$ cat src/rtl/bits_to_bin.sv
// Unary bitstream to binary converter: counts the ones in a window of 2^CWID
// qualified bits and reports the count with the sign captured on the last bit.
module bits_to_bin #(
  parameter int CWID = 3
) (
  input  logic            clk,
  input  logic            rst_n,
  input  logic            start,
  input  logic            en,
  input  logic            bit_in,
  input  logic            sign_in,
  output logic            busy,
  output logic            done,
  output logic [CWID:0]   result,
  output logic            result_sign,
  output logic [1:0]      dbg_state
);

  // Handshake: start is sampled only in IDLE or DONE (ignored during ACC);
  // bit_in/sign_in are consumed only in ACC cycles with en=1; done is a
  // one-cycle pulse and result/result_sign are valid from that cycle until
  // the next done.

  localparam logic [1:0] IDLE = 2'd0;
  localparam logic [1:0] ACC  = 2'd1;
  localparam logic [1:0] DONE = 2'd2;

  localparam logic [CWID:0] LAST = {1'b0, {CWID{1'b1}}};

  logic [1:0]    state;
  logic [CWID:0] win_cnt;
  logic [CWID:0] ones_cnt;
  logic [CWID:0] ones_next;

  always_comb begin
    ones_next = ones_cnt + {{CWID{1'b0}}, bit_in};
  end

  always_ff @(posedge clk or negedge rst_n) begin
    if (!rst_n) begin
      state       <= IDLE;
      win_cnt     <= '0;
      ones_cnt    <= '0;
      result      <= '0;
      result_sign <= 1'b0;
    end else begin
      case (state)
        IDLE: begin
          if (start) begin
            state    <= ACC;
            win_cnt  <= '0;
            ones_cnt <= '0;
          end
        end
        ACC: begin
          if (en) begin
            win_cnt  <= win_cnt + 1'b1;
            ones_cnt <= ones_next;
            // The N-th qualified bit closes the window, counting that bit too.
            if (win_cnt == LAST) begin
              state       <= DONE;
              result      <= ones_next;
              result_sign <= sign_in;
            end
          end
        end
        DONE: begin
          if (start) begin
            state    <= ACC;
            win_cnt  <= '0;
            ones_cnt <= '0;
          end else begin
            state <= IDLE;
          end
        end
        default: state <= IDLE;
      endcase
    end
  end

  // Decoded from the registered state so reset clears them without a clock.
  assign busy      = (state == ACC);
  assign done      = (state == DONE);
  assign dbg_state = state;

endmodule

$ cat config.mk
export PLATFORM = sky130hd
export DESIGN_NAME = bits_to_bin
export DESIGN_NICKNAME = d
export VERILOG_FILES = /design/src/rtl/bits_to_bin.sv
export SDC_FILE = /design/constraint.sdc
export NUM_CORES = 1
export LEC_CHECK = 0
export ABC_AREA = 0
export BUFFER_PORTS_ARGS = -buffer_cell sky130_fd_sc_hd__buf_4
export CORE_MARGIN = 4
export CORE_UTILIZATION = 47
export CTS_CLUSTER_SIZE = 25
export DETAILED_ROUTE_END_ITERATION = 12
export PLACE_DENSITY_LB_ADDON = 0.2
export RECOVER_POWER = 50
export SYNTH_ARGS = -nofsm -noshare
export SYNTH_HDL_FRONTEND = slang
export SYNTH_SLANG_ARGS = --single-unit
$ cat constraint.sdc
create_clock -name clk -period 4.18 [get_ports clk]
set_input_delay 0.209 -clock clk [delete_from_list [all_inputs] [get_ports clk]]
set_output_delay 0.209 -clock clk [all_outputs]
set_load 0.005 [all_outputs]
; After elaboration in Yosys (flattened, before gate mapping)
; Index checks and enable logic that the tools add are counted.
[classes]
n_addsub = 2
n_eq_ne = 7
muxes = 10
reduce_logical = 6
[ops]
columns = op, n
row1 = 4-bit one-hot mux with 2 select lines, 2
row2 = 4-bit 2-to-1 mux, 3
row3 = 3-bit AND reduction, 3
row4 = 2-bit 2-to-1 mux, 3
row5 = 2-bit one-hot mux with 3 select lines, 1
row6 = 4-bit by 1-bit adder with 4-bit output, 1
row7 = 4-bit by 1-bit adder with 4-bit output (second input constant), 1
row8 = 4-bit by 3-bit equality test with 1-bit output (second input constant), 1
row9 = 2-bit by 1-bit inequality test with 1-bit output (second input constant), 2
row10 = 2-bit inequality test (second input constant), 2
row11 = 2-bit by 1-bit equality test with 1-bit output (second input constant), 1
row12 = 2-bit equality test (second input constant), 1
row13 = 2-bit logical NOT, 1
row14 = 2-bit nonzero test, 1
row15 = 2-bit OR reduction, 1
row16 = 1-bit 2-to-1 mux, 1
[totals]
reg_bits = 15
inputBits = 6
wordCells = 30

; Depth between registers and ports, before layout
[logic_depth]
word_depth = 4
depth_mapped = 5

; Worst setup path after synthesis
; OpenSTA, ideal clock, no wires.
[synth_path]
path_type = register to register
start = register win_cnt[0]
end = register result_sign
setup_ns = 0.125
arrival_ns = 1.252
t_required_ns = 4.055
slack_ns = 2.803
path_stages_with_launch = 5
path_buffers = 0
synth_period_minus_slack_ns = 1.377
path_cell_list = dfrtp_1 -> ha_1 -> nand4b_1 -> nor2_4 -> mux2_2
[synth_between]
elab_chain_cells = 2
[synth_lines]
columns = element, line_no
row1 = from (decl), 31  ; logic [CWID:0] win_cnt;
row2 = from (signal assigned), 57  ; win_cnt <= win_cnt + 1'b1;
row3 = 4-bit by 3-bit equality test with 1-bit output, 60  ; if (win_cnt == LAST) begin
row4 = 3-bit AND reduction (no line), -
row5 = to (signal assigned), 63  ; result_sign <= sign_in;
row6 = to (decl), 15  ; output logic result_sign,
; Every way passes these cells.
; A chain may end at the register's enable or synchronous reset.

; Final worst setup path
; Ends and elaborated chain as after synthesis.

==> flow_summary.yaml <==
die:
  start_util_pct: 51.81
  chipHeight_um: 46.58
  die_w_um: 46.58
  dieArea_mm2: 0.002169
  core_mm2: 0.001350
  placementRows: 13
  ios: 15
finish:
  fill_cells: 112
  n_antenna_cell: 0
  syn2layout_area_growth_pct: 21.82
  finalNetCount: 91
  multi_input_area_um2: 301.5
  regArea_um2: 375.4
  final_layout_size_suffix_gt1_share_pct: 25.93
yosys:
  synth_area_leaders: "dfrtp_1, mux2_2, o21ai_0"
  synth.avg_cell_area_um2: 11.10
  synth_most_common_cell: "dfrtp_1"
  synth_top_cell_by_area: "dfrtp_1"
  ys_warn_count: 0
  netlist_area_um2: 699.4
  synth_compound_area_share_pct: 8.766
  async_reset_ff_share_pct: 100.0
  synthXorXnorAreaFrac_pct: 5.009
  ys_ff_latch: 15
  synth_simple_gate_area_share_pct: 17.53
  synthAdderAreaFrac_pct: 5.367
  synth_edf_count: 0
  synthFlopType: "dfrtp_1"
  synth_common_cells: "dfrtp_1, o21ai_0, nand3_1, inv_1"
  synth_cells: 63
  ys_types: 18
  yosysSeqAreaShare_pct: 53.67
  synth_top_area_share_pct: 53.67
  muxShareOfSynthArea_pct: 6.440
  synth_fp_nets: 72
  synth_top_family_by_area: "simple AND/OR/NAND/NOR gates"
clock_tree:
  cts_tree: "yes"
  numCtsBuffers: 3
  cts_root_buffer: "clkbuf_4"
  cts_sinks: 15
  htreeDepth: 1
  clock_latency_ps: 280
  clk_path_buf_depth: 2
  cts_setup_buffers: 0
  clk_pin_slew_ps: 90
pwr:
  total_leakage_power_nw: 0.4191
  combinationalPowerShare_pct: 34.5
  powerDensity_mw_per_mm2: 573.8
  power.total_mw: 0.4889
  p_clk_share_pct: 16.9
  switching_share_pct: 34.55
  intPower_mw: 0.3200
  switchingPower_mw: 0.1689
  vdd_drop_max_mv: 0.2800
  pwr-share-seq_pct: 48.7
placement:
  port_buffers: 14
  hpwl_um: 982.4
  gp_congestion: 0.7377
run:
  drv_cap: 0
grt:
  grt_use_total_pct: 14.87
  grt_overflow_total: 0
  grt_max_degree: 16
  antenna_found_initial: 0
  grt_pass1_vias: 503
  grt_pass1_wl_mm: 2.228
critical_path:
  start_kind: "register"
  arrival_ps: 1730
  worst-path-max-fanout: 5
  critPathCaptureType: "register"
  reg2reg_from: "win_cnt[0]"
  crit_required_ps: 4350
  path_class: "register to register"
  crit_path_start: "win_cnt[0]"
route:
  drt-vias-per-instance: 5.406
  drc_errors: 0
  wl_mm: 1.319
  drtIter0Drc: 12
  first_pass_iters: 4
  num_vias: 519
  routedWlPerCell_um: 13.74
  drt.antenna.violating_nets: 0
timing:
  clock_skew_ps: 2.191
  max_freq_mhz: 642.7
  hold_viol_final: 0
  layout_min_cycle_time_ps: 1556
  maxSlewHeadroom_pct: 45.40
  worst_pin_slew_ps: 819.0
  final-setup-viol-count: 0
  finalCritPeriodShare_pct: 37.23
  maxSlewViolCount: 0
  rsz0062_at_grt: "false"
  fin_tns_setup_ps: 0
worst_hold_path:
  hp-class: "input port to register"
  hp-start: "start"
outcome:
  status: "completed"
[kinds of logic (layout without fill, tap and decap cells)]
family	count (synthesis)	after routing
adder cells (fa/ha/maj)	3	3
AO/OA/AOI/OAI	11	11
multiplexers	4	4
buffers and inverters	6	24
XOR/XNOR	4	4
flip-flops	15	15
AND/OR/NAND/NOR	20	20
[worst max-delay path, stage by stage, from the launching register on]
cell and delay [ps]:
dfrtp_1 430, ha_1 210, nand4b_1 230, nor2_4 220
mux2_2 360
[registers in the layout (all words and copies together) (netlist names)]
signal,cells
dbg_state,2
ones_cnt,4
result,4
result_sign,1
win_cnt,4
[cells in the final DEF, fill, tap and decap left out, types with 2 or more instances in the layout]
cell type / count
nand3_1: 7
nand3b_1: 3
clkbuf_4: 7
o21ai_0: 8
inv_1: 5
xor2_1: 4
mux2_2: 4
dfrtp_1: 15
buf_4: 9
nand2b_1: 2
clkbuf_1: 2
ha_1: 3
nand4b_1: 2
nand2_1: 3
[repair_timing]
action	4_1_cts	5_1_grt
hold buffers	1	0
setup endpoints to repair	0	0
resized for setup	0	0
endpoints found under the hold margin	15	0
[metrics by stage]
stage / cell area [µm²] / hold WS, ps / setup WS [ps] / utilization (%) / std cells
floorplan: 699.4 / -86.59 / 2803 / - / 63
CTS: 855.8 / 105.0 / 2605 / 63.39 / 96
global route: 852.1 / 122.6 / 2517 / 63.11 / 96
detailed placement: 819.5 / 71.56 / 2618 / 60.70 / 91
global placement: 819.5 / 73.72 / 2644 / 60.70 / 91
finish: 852.1 / 115.3 / 2624 / 63.11 / 96
[power groups by stage]
| stage | Clock [mW] | Sequential (mW) | Combinational, mW |
|---|---|---|---|
| floorplan | 0 | 0.234 | 0.106 |
| global placement | 0 | 0.240 | 0.165 |
| detailed placement | 0 | 0.242 | 0.172 |
| CTS | 0.0857 | 0.239 | 0.173 |
| global route | 0.0909 | 0.248 | 0.198 |
| finish | 0.0825 | 0.238 | 0.168 |
[path summary, 6_finish.rpt]
check,slack (ps),cells after the start,endpoint
max,2620,4,result_sign
min,120,2,win_cnt[2]
max reg2reg,2620,4,result_sign
min reg2reg,510,2,result[3]
max in group asynchronous,3150,2,result[2]
min in group asynchronous,530,2,win_cnt[0]
[metal layers]
layer  share of wire, %  vias up  global-route usage (%)
met3                7.1        2                   5.078
met1                 47      244                   19.61
met2                 45       15                   21.70
li1                   -      258                       -
met5                  0        -                       0
met4               0.76        0                   6.818
[cell type report]
type                            count  share of cell area [%]
Sequential cell                    15                   44.05
Multi-Input combinational cell     42                   35.39
Timing Repair Buffer               15                   13.07
Clock buffer                        4                   3.084
Inverter                            5                   2.203
Tap cell                           15                   2.203
(Power assumes the default switching activity.)
